--- src/rtl/uart_pkg.sv ---
// Shared UART definitions: receive FSM states and the baud-rate period table,
// derived from the system clock frequency.
package uart_pkg;

  localparam int DEFAULT_BAUD_IDX = 8;

  typedef enum logic [2:0] {
    IDLE,
    START,
    DATA,
    PARITY,
    STOP,
    BRK_WAIT
  } rx_state_e;

  typedef logic [15:0][31:0] baud_tbl_t;

  // Indices 12..15 are unused selections and fall back to 115200.
  function automatic int unsigned baud_rate(input logic [3:0] idx);
    case (idx)
      4'd0:    return 300;
      4'd1:    return 1200;
      4'd2:    return 2400;
      4'd3:    return 4800;
      4'd4:    return 9600;
      4'd5:    return 19200;
      4'd6:    return 38400;
      4'd7:    return 57600;
      4'd8:    return 115200;
      4'd9:    return 230400;
      4'd10:   return 460800;
      4'd11:   return 921600;
      default: return 115200;
    endcase
  endfunction

  // Bit period in clocks, rounded to nearest; evaluated at elaboration only.
  function automatic baud_tbl_t baud_table(input int unsigned clk_hz);
    baud_tbl_t tbl;
    for (int unsigned i = 0; i < 16; i++) begin
      tbl[i[3:0]] = (clk_hz + baud_rate(i[3:0]) / 2) / baud_rate(i[3:0]);
    end
    return tbl;
  endfunction

endpackage

--- src/rtl/uart_rx_bittmr.sv ---
// Loadable bit-period down-counter. expire is high for the single cycle in
// which the count is 1, so an action taken on expire lands N clocks after a load of N.
module uart_rx_bittmr #(
  parameter int CNT_W = 19
) (
  input  logic             clk,
  input  logic             rst,
  input  logic             load_half,
  input  logic             load_full,
  input  logic [CNT_W-1:0] period,
  output logic             expire
);

  logic [CNT_W-1:0] cnt_q;
  logic [CNT_W-1:0] cnt_d;

  always_comb begin
    cnt_d = cnt_q;
    if (load_half) begin
      cnt_d = period >> 1;
    end else if (load_full) begin
      cnt_d = period;
    end else if (cnt_q != '0) begin
      cnt_d = cnt_q - 1'b1;
    end
  end

  always_ff @(posedge clk or negedge rst) begin
    if (!rst) begin
      cnt_q <= '0;
    end else begin
      cnt_q <= cnt_d;
    end
  end

  assign expire = (cnt_q == CNT_W'(1));

endmodule

--- src/rtl/uart_rx_engine.sv ---
// UART receive engine: synchronises rx, samples each bit at mid-period and
// commits the character with sticky ready/error flags for the register logic.
module uart_rx_engine
  import uart_pkg::*;
#(
  parameter int CLK_HZ = 100000000,
  parameter int CNT_W  = 19
) (
  input  logic       clk,
  input  logic       rst,
  input  logic [3:0] baud,
  input  logic       eight,
  input  logic       parity_en,
  input  logic       ohel,
  input  logic       rx,
  input  logic       rd_clr,
  output logic [7:0] rx_data,
  output logic       rx_rdy,
  output logic       perr,
  output logic       ferr,
  output logic       ovf,
  output logic       busy
);

  localparam baud_tbl_t PERIOD_TBL = baud_table(CLK_HZ);

  logic             sync1_q, rxs;
  rx_state_e        state_q, state_d;
  logic [2:0]       bit_cnt_q, bit_cnt_d;
  logic [7:0]       shift_q, shift_d;
  logic [CNT_W-1:0] period_q, period_d;
  logic             eight_q, eight_d;
  logic             par_en_q, par_en_d;
  logic             ohel_q, ohel_d;
  logic             perr_pend_q, perr_pend_d;
  logic             stop_bad_q, stop_bad_d;
  logic             commit_q, commit_d;
  logic [7:0]       rx_data_q, rx_data_d;
  logic             rx_rdy_q, rx_rdy_d;
  logic             perr_q, perr_d;
  logic             ferr_q, ferr_d;
  logic             ovf_q, ovf_d;
  logic             busy_q, busy_d;

  logic [CNT_W-1:0] table_period;
  logic [CNT_W-1:0] tmr_period;
  logic             load_half, load_full, expire;
  logic [2:0]       last_bit;
  logic             data_par;

  // In IDLE the configuration is not latched yet, so the half-period load
  // must come straight from the live baud select.
  assign table_period = PERIOD_TBL[baud][CNT_W-1:0];
  assign tmr_period   = (state_q == IDLE) ? table_period : period_q;
  assign last_bit     = eight_q ? 3'd7 : 3'd6;
  assign data_par     = eight_q ? ^shift_q : ^shift_q[7:1];

  uart_rx_bittmr #(.CNT_W(CNT_W)) u_bittmr (
    .clk       (clk),
    .rst       (rst),
    .load_half (load_half),
    .load_full (load_full),
    .period    (tmr_period),
    .expire    (expire)
  );

  always_comb begin
    state_d     = state_q;
    bit_cnt_d   = bit_cnt_q;
    shift_d     = shift_q;
    period_d    = period_q;
    eight_d     = eight_q;
    par_en_d    = par_en_q;
    ohel_d      = ohel_q;
    perr_pend_d = perr_pend_q;
    stop_bad_d  = stop_bad_q;
    commit_d    = 1'b0;
    load_half   = 1'b0;
    load_full   = 1'b0;
    case (state_q)
      IDLE: begin
        if (!rxs) begin
          state_d     = START;
          load_half   = 1'b1;
          period_d    = table_period;
          eight_d     = eight;
          par_en_d    = parity_en;
          ohel_d      = ohel;
          bit_cnt_d   = 3'd0;
          perr_pend_d = 1'b0;
        end
      end
      START: begin
        if (expire) begin
          if (!rxs) begin
            state_d   = DATA;
            load_full = 1'b1;
          end else begin
            state_d = IDLE;
          end
        end
      end
      DATA: begin
        if (expire) begin
          shift_d   = {rxs, shift_q[7:1]};
          load_full = 1'b1;
          if (bit_cnt_q == last_bit) begin
            bit_cnt_d = 3'd0;
            state_d   = par_en_q ? PARITY : STOP;
          end else begin
            bit_cnt_d = bit_cnt_q + 3'd1;
          end
        end
      end
      PARITY: begin
        if (expire) begin
          perr_pend_d = rxs ^ data_par ^ ohel_q;
          load_full   = 1'b1;
          state_d     = STOP;
        end
      end
      STOP: begin
        if (expire) begin
          commit_d   = 1'b1;
          stop_bad_d = !rxs;
          state_d    = rxs ? IDLE : BRK_WAIT;
        end
      end
      BRK_WAIT: begin
        if (rxs) begin
          state_d = IDLE;
        end
      end
      default: state_d = IDLE;
    endcase
  end

  // Reader handshake: rx_rdy stays high until a one-cycle rd_clr; a commit in
  // the same cycle as rd_clr wins, and only an unread character raises ovf.
  always_comb begin
    rx_data_d = rx_data_q;
    rx_rdy_d  = rx_rdy_q;
    perr_d    = perr_q;
    ferr_d    = ferr_q;
    ovf_d     = ovf_q;
    if (rd_clr) begin
      rx_rdy_d = 1'b0;
      perr_d   = 1'b0;
      ferr_d   = 1'b0;
      ovf_d    = 1'b0;
    end
    if (commit_q) begin
      rx_data_d = eight_q ? shift_q : {1'b0, shift_q[7:1]};
      rx_rdy_d  = 1'b1;
      perr_d    = perr_pend_q;
      ferr_d    = stop_bad_q;
      ovf_d     = rx_rdy_q & ~rd_clr;
    end
    busy_d = (state_d != IDLE);
  end

  always_ff @(posedge clk or negedge rst) begin
    if (!rst) begin
      sync1_q     <= 1'b1;
      rxs         <= 1'b1;
      state_q     <= IDLE;
      bit_cnt_q   <= 3'd0;
      shift_q     <= 8'h00;
      period_q    <= '0;
      eight_q     <= 1'b0;
      par_en_q    <= 1'b0;
      ohel_q      <= 1'b0;
      perr_pend_q <= 1'b0;
      stop_bad_q  <= 1'b0;
      commit_q    <= 1'b0;
      rx_data_q   <= 8'h00;
      rx_rdy_q    <= 1'b0;
      perr_q      <= 1'b0;
      ferr_q      <= 1'b0;
      ovf_q       <= 1'b0;
      busy_q      <= 1'b0;
    end else begin
      sync1_q     <= rx;
      rxs         <= sync1_q;
      state_q     <= state_d;
      bit_cnt_q   <= bit_cnt_d;
      shift_q     <= shift_d;
      period_q    <= period_d;
      eight_q     <= eight_d;
      par_en_q    <= par_en_d;
      ohel_q      <= ohel_d;
      perr_pend_q <= perr_pend_d;
      stop_bad_q  <= stop_bad_d;
      commit_q    <= commit_d;
      rx_data_q   <= rx_data_d;
      rx_rdy_q    <= rx_rdy_d;
      perr_q      <= perr_d;
      ferr_q      <= ferr_d;
      ovf_q       <= ovf_d;
      busy_q      <= busy_d;
    end
  end

  assign rx_data = rx_data_q;
  assign rx_rdy  = rx_rdy_q;
  assign perr    = perr_q;
  assign ferr    = ferr_q;
  assign ovf     = ovf_q;
  assign busy    = busy_q;

endmodule
--- config.mk ---
export PLATFORM = sky130hd
export DESIGN_NAME = uart_rx_engine
export DESIGN_NICKNAME = d
export VERILOG_FILES = /design/src/rtl/uart_pkg.sv /design/src/rtl/uart_rx_bittmr.sv /design/src/rtl/uart_rx_engine.sv
export SDC_FILE = /design/constraint.sdc
export NUM_CORES = 1
export LEC_CHECK = 0
export ABC_AREA = 1
export ABC_CLOCK_PERIOD_IN_PS = 2670
export CORE_UTILIZATION = 50
export CTS_BUF_LIST = sky130_fd_sc_hd__clkbuf_16
export DETAILED_ROUTE_END_ITERATION = 10
export GPL_TIMING_DRIVEN = 0
export PLACE_DENSITY = 0.72
export SYNTH_ARGS = -nofsm -noshare
export SYNTH_HDL_FRONTEND = slang
export SYNTH_SLANG_ARGS = --single-unit
--- constraint.sdc ---
create_clock -name clk -period 2.67 [get_ports clk]
set_input_delay 0.4005 -clock clk [delete_from_list [all_inputs] [get_ports clk]]
set_output_delay 0.4005 -clock clk [all_outputs]
set_load 0.03 [all_outputs]
==> run_results.csv, run 1 <==
group,metric,value,unit
setup_path,critical_path_arrival,2350,ps
drt,routed_wirelength,10.6,mm
setup_path,cp-start-kind,"input pin",
drt,final_antenna_net_count,0,
placed_design,dp.cells,746,
final_layout,final_cells,762,
timing,final-hold-violation-count,0,
power,power,4.39,mW
synth,synth_edf_count,0,
placed_design,finalWeightedCongestion,0.913,
grt,grt_pass1_vias,3816,
synth,ys_async_sr_fraction,100,%
timing,fin_skew,9.88,ps
clocking,cts_max_level,3,
outcome,outcome,"complete, no violations",
clocking,clock_path_buffers,2,
grt,overflow,0,
clocking,clock-sinks,72,
timing,setup_tns,0,ps
setup_path,reg2reg_to,"period_q[15]",
synth,syn_nets,639,
grt,grt_max_degree,73,
job,drv_cap,0,
synth,ys_top_cells_by_area,"dfrtp_1 40%, nand2_1 18%, o21ai_0 6.2%",
timing,slew_headroom,39.3,%
final_layout,syn_to_final_growth,15.3,%
placed_design,io_buffers,22,
floorplan,die_y,95.7,um
final_layout,nets,672,
setup_path,worstPathMaxFanout,7,
drt,dr.pass1.iters,4,
setup_path,r2r_slack,660,ps
timing,setup_viol,0,
setup_path,r2r_cells,6,
grt,grt_use_total,25.5,%
min_path,min-delay-path-class,"input pin to asynchronous set/reset pin",
timing,tightest_slew,911,ps
drt,routed_via_density,5.31,
synth,synth_area,4390,um2
final_layout,utilization,60.7,%
setup_path,crit_type,"input pin to register",
drt,first_iter_violations,264,
placed_design,hpwl,7.78,mm
drt,vias,4043,
grt,grt_pass1_wl,17.7,mm
final_layout,mostFrequentLayoutCells,"206 x nand2_1, 70 x dfrtp_1, 61 x inv_1",
synth,synth_cells,619,
clocking,cts_setup_buffers,0,
synth,ys.flop_type,"dfrtp_1",
timing,hold_slack,158,ps
clocking,clkLatencyLatePin,330,ps
clocking,path_clk_slew,70,ps
floorplan,initial_core_util,52.6,%
clocking,ctsResizeCount,0,
timing,finalMaxSlewViolations,0,
timing,post-route-period-util,78.2,%
timing,rsz0062_at_grt,"false",
synth,syn_area_per_cell,7.09,um2
floorplan,row_count,33,
setup_path,required,2930,ps
final_layout,mostFrequentLayoutCell,"nand2_1",
clocking,cts_hold_buf,0,
synth,synth.distinct_cells,35,
power,clockPowerShare,29.7,%
synth,yosysTopAreaCellShare,39.9,%
final_layout,n_antenna_cell,0,
power,sw_frac_of_total,37.7,%
power,p_int,2.73,mW
synth,yosysWarningCount,0,
drt,drc_errors,0,
setup_path,rr_startpoint,"state_q[0]",
grt,antenna_found_initial,0,
synth,yosysTopAreaCell,"dfrtp_1",
power,power.density,867,nW/um2
power,peakVddDrop,0.000529,V
power,p_seq_share,36.0,%
drt,wl_per_cell,13.9,um
power,p_leak,2.56,nW
floorplan,fp.dieW,95.7,um
clocking,cts_tree,"built",
synth,ys_ff_latch,72,
final_layout,n_fill_cell,776,
power,p_sw,1.65,mW
timing,period_needed,2090,ps
power,combPwrFrac,34.3,%
clocking,cts_root_buffer,"clkbuf_16",
final_layout,drive_above_1_share,7.15,%
final_layout,seqCellArea,1800,um2
floorplan,core_area,8340,um2
final_layout,multi_input_comb_area,2240,um2
clocking,cts_buffers,9,
floorplan,die_area,9160,um2
floorplan,io_pins,24,
setup_path,end_kind,"register",
synth,ys_seq_area_share,41.1,%
timing,max_freq,479,MHz
==> cells by family (layout without fill, tap and decap cells) <==
family | Yosys count | count (layout) | synth area share (%)
fa+ha+maj | 9 | 9 | 2.57
compound gates | 91 | 91 | 11.5
flops | 72 | 72 | 41.1
buf+inv | 88 | 126 | 7.92
simple gates | 336 | 336 | 32.4
xor+xnor | 23 | 23 | 4.59
==> synthesized netlist by cell type (2+ instances only) <==
cell type and count:
dfstp_2 2, nand2_2 3, nor2_2 8, xnor2_1 12, inv_2 2, xor2_1 11
nor3_1 2, o22ai_1 2, dfrtp_1 70, nand2_1 206, o211ai_1 8, nand4_1 7
clkbuf_1 16, nor2_1 57, o21ai_0 54, ha_1 9, a21oi_1 19, o21ai_1 2
or2_0 2, inv_1 61, buf_2 8, nand3_1 45
==> worst max-delay path, stage by stage <==
cell and delay (ps):
clkdlybuf4s50_1 620, inv_1 140, ha_1 310, inv_1 40, nor2_1 190, inv_1 60, o21ai_0 130, a21oi_1 120
o211ai_1 110, nand3_1 90, a21oi_1 130
==> sequential cells by signal, summed over array words and instances, names as in the netlist <==
signal,cells
u_bittmr.cnt_q,19
period_q,18
rx_data,8
shift_q,8
bit_cnt_q,3
state_q,3
busy,1
commit_q,1
eight_q,1
ferr,1
ohel_q,1
ovf,1
par_en_q,1
perr,1
perr_pend_q,1
rx_rdy,1
rxs,1
stop_bad_q,1
sync1_q,1
==> worst max path at each step <==
| stage | startpoint | endpoint | slack (ps) | cells past startpoint |
|---|---|---|---|---|
| 2_1_floorplan | u_bittmr.cnt_q[1] | u_bittmr.cnt_q[15] | 1010 | 11 |
| 3_3_place_gp | rst | period_q[5] | -1180 | 1 |
| 3_5_place_dp | baud[1] | u_bittmr.cnt_q[7] | 290 | 11 |
| 4_1_cts | baud[1] | u_bittmr.cnt_q[7] | 610 | 11 |
| 5_1_grt | baud[1] | u_bittmr.cnt_q[2] | 420 | 12 |
| 6_report | baud[1] | u_bittmr.cnt_q[7] | 580 | 11 |
==> layout make-up <==
| cell class | instances | area share [%] |
|---|---|---|
| Clock inverter | 7 | 1.90 |
| Clock buffer | 9 | 4.45 |
| Buffer | 25 | 2.20 |
| Multi-Input combinational cell | 459 | 44.2 |
| Sequential cell | 72 | 35.7 |
| Timing Repair Buffer | 22 | 4.30 |
| Tap cell | 105 | 2.60 |
| Inverter | 63 | 4.67 |
==> power groups by stage <==
stage / Clock (mW) / Sequential, mW / Combinational, mW
floorplan: 0 / 1.56 / 1.16
global placement: 0 / 1.59 / 1.46
detailed placement: 0 / 1.59 / 1.49
CTS: 1.32 / 1.58 / 1.50
global route: 1.36 / 1.61 / 1.75
finish: 1.31 / 1.58 / 1.50
==> layer usage <==
metal	GRT usage [%]	wire, um
met1	35.1	5080
met3	4.58	473
met2	40.8	4890
met5	0	0
met4	8.33	145
==> through the flow <==
step                instance area, um2  setup WS (ps)
global route                      5060            422
global placement                  4740          -1180
finish                            5060            581
detailed placement                4740            293
CTS                               5060            614
floorplan                         4390           1010
(Power assumes the default switching activity.)
==> inputs of run 2 (changes only) <==
ABC_CLOCK_PERIOD_IN_PS = 1800   (was 2670)
PLACE_DENSITY = 0.74   (was 0.72)
clock period = 1.8 ns   (was 2.67 ns; I/O delays follow)
==> run 2 against run 1 <==
- the run now ends with negative setup slack left
- highest routed layer unchanged
- flip-flop and latch count stayed put
- via count grew 6.0%
- wire length up 13%
- largest cell class unchanged
- sequential share of layout area is 2.9 points lower
- final area grew 9.1%
- clock power rose by 49%
- critical path depth unchanged
- clock skew fell by 2.6 ps
==> run_results.csv, run 2 (synthesized netlist as in run 1, its figures left out) <==
group,metric,value,unit
outcome,outcome,"complete, but fails checks",
outcome,violations,"negative setup slack",
grt,overflow,0,
drt,routed_wirelength,12.0,mm
final_layout,n_fill_cell,682,
final_layout,multi_input_comb_area,2420,um2
setup_path,r2r_slack,-80,ps
final_layout,reg_top3,"u_bittmr.cnt_q (19), period_q (18)",
drt,first_iter_violations,273,
timing,slew_headroom,40.7,%
min_path,min-delay-path-class,"input pin to asynchronous set/reset pin",
clocking,clkLatencyLatePin,340,ps
floorplan,die_area,9160,um2
power,p_leak,2.75,nW
grt,grt_max_degree,73,
grt,grt_use_total,27.3,%
drt,routed_via_density,5.42,
final_layout,nets,701,
final_layout,seqCellArea,1810,um2
power,power.density,1340,nW/um2
setup_path,worstPathMaxFanout,7,
clocking,cts_buffers,9,
final_layout,largest_reg_flops,19,
timing,period_needed,1880,ps
drt,final_antenna_net_count,0,
drt,dr.pass1.iters,6,
placed_design,io_buffers,22,
floorplan,io_pins,24,
timing,timing.final.ws_setup,-77.5,ps
drt,drc_errors,0,
timing,rsz0062_at_grt,"true",
clocking,clock-sinks,72,
final_layout,n_antenna_cell,0,
placed_design,hpwl,8.04,mm
floorplan,initial_core_util,52.6,%
setup_path,crit_type,"register to register",
timing,post-route-period-util,104,%
placed_design,placed_area,4740,um2
final_layout,drive_above_1_share,17.9,%
floorplan,die_y,95.7,um
timing,fin_skew,7.27,ps
final_layout,syn_to_final_growth,25.7,%
timing,max_freq,533,MHz
timing,final-hold-violation-count,0,
timing,finalMaxSlewViolations,0,
clocking,cts_root_buffer,"clkbuf_16",
grt,grt_pass1_vias,3996,
final_layout,design_area,5520,um2
clocking,cts_max_level,3,
clocking,path_clk_slew,60,ps
setup_path,end_kind,"register",
timing,setup_viol,19,
timing,tightest_slew,890,ps
clocking,clock_path_buffers,2,
setup_path,critical_path_arrival,2150,ps
job,drv_cap,0,
final_layout,final_cells,791,
setup_path,cp-start-kind,"register",
drt,vias,4285,
floorplan,fp.dieW,95.7,um
floorplan,row_count,33,
final_layout,regMostFlops,"u_bittmr.cnt_q",
final_layout,mostFrequentLayoutCell,"nand2_1",
placed_design,finalWeightedCongestion,0.936,
grt,antenna_found_initial,0,
placed_design,dp.cells,746,
final_layout,mostFrequentLayoutCells,"195 x nand2_1, 67 x dfrtp_1, 57 x inv_1",
power,peakVddDrop,0.000698,V
clocking,cts_tree,"built",
drt,wl_per_cell,15.2,um
floorplan,core_area,8340,um2
setup_path,required,2080,ps
grt,grt_pass1_wl,18.8,mm
run 2: cell types whose count changed in the layout (fill, tap and decap cells not counted), moves of 4 or more:
| cell | previous run | this run |
|---|---|---|
| nor2_4 | 1 | 10 |
| nand2_1 | 206 | 195 |
| nand2_2 | 3 | 11 |
| nand3_1 | 45 | 41 |
| clkbuf_1 | 16 | 11 |
| nor2_1 | 57 | 43 |
| nor2_2 | 8 | 13 |
| buf_4 | 1 | 28 |
| nand3_2 | 0 | 4 |
| inv_1 | 61 | 57 |
| inv_2 | 2 | 6 |
run 2: critical path: stages (launching register included):
cell,delay [ps]
dfrtp_1,430
nor2_4,160
nand2_2,80
nor2_4,150
nand2_4,80
nor2_8,170
o21ai_4,100
buf_6,140
a21oi_4,200
clkbuf_16,180
nand2_1,50
nand2_1,60
run 2: final timing paths:
path	start	cells after the start	end
max in group asynchronous	rst	1	state_q[0]
setup / recovery	u_bittmr.cnt_q[15]	11	u_bittmr.cnt_q[2]
hold / removal	rst	1	rx_data[4]
min in group clk	rx	1	sync1_q
setup reg to reg	u_bittmr.cnt_q[15]	11	u_bittmr.cnt_q[2]
hold reg to reg	sync1_q	0	rxs
run 2: area by class of cell:
type	count	area share, %
Multi-Input combinational cell	459	43.9
Sequential cell	72	32.8
Timing Repair Buffer	52	8.59
Inverter	63	4.33
Clock buffer	9	4.08
Tap cell	105	2.38
Buffer	24	2.24
Clock inverter	7	1.75
run 2: what timing repair did:
item	CTS	global route
resized for setup	20	54
setup buffers	15	14
endpoints found under the setup margin	50	41
cloned	0	2
pin swaps	5	16
hold buffers	0	0
run 2: per-stage QoR:
step | setup slack [ps] | power [mW] | hold WS (ps) | TNS [ps] | utilization [%]
2_1_floorplan | 145 | 4.02 | -25.6 | 0 | -
3_3_place_gp | -1940 | 4.54 | 347 | -144890 | 56.8
3_5_place_dp | -496 | 4.60 | 353 | -7860 | 56.8
4_1_cts | -12.9 | 6.85 | 85.6 | -51.0 | 62.7
5_1_grt | -157 | 7.83 | 134 | -2560 | 66.2
6_report | -77.5 | 7.41 | 30.6 | -761 | 66.2
run 2: power by group:
part	internal [mW]	switching, mW
logic	1.26	1.77
clock network	1.22	0.731
registers	2.05	0.384
total	4.52	2.88
run 2: per-layer routing:
| layer | track usage [%] | vias to the layer above | wire (um) |
|---|---|---|---|
| met5 | 0 | - | 0 |
| met4 | 11.9 | 0 | 364 |
| met3 | 4.50 | 27 | 682 |
| met2 | 42.9 | 143 | 5690 |
| met1 | 37.2 | 2027 | 5260 |
| li1 | - | 2088 | - |
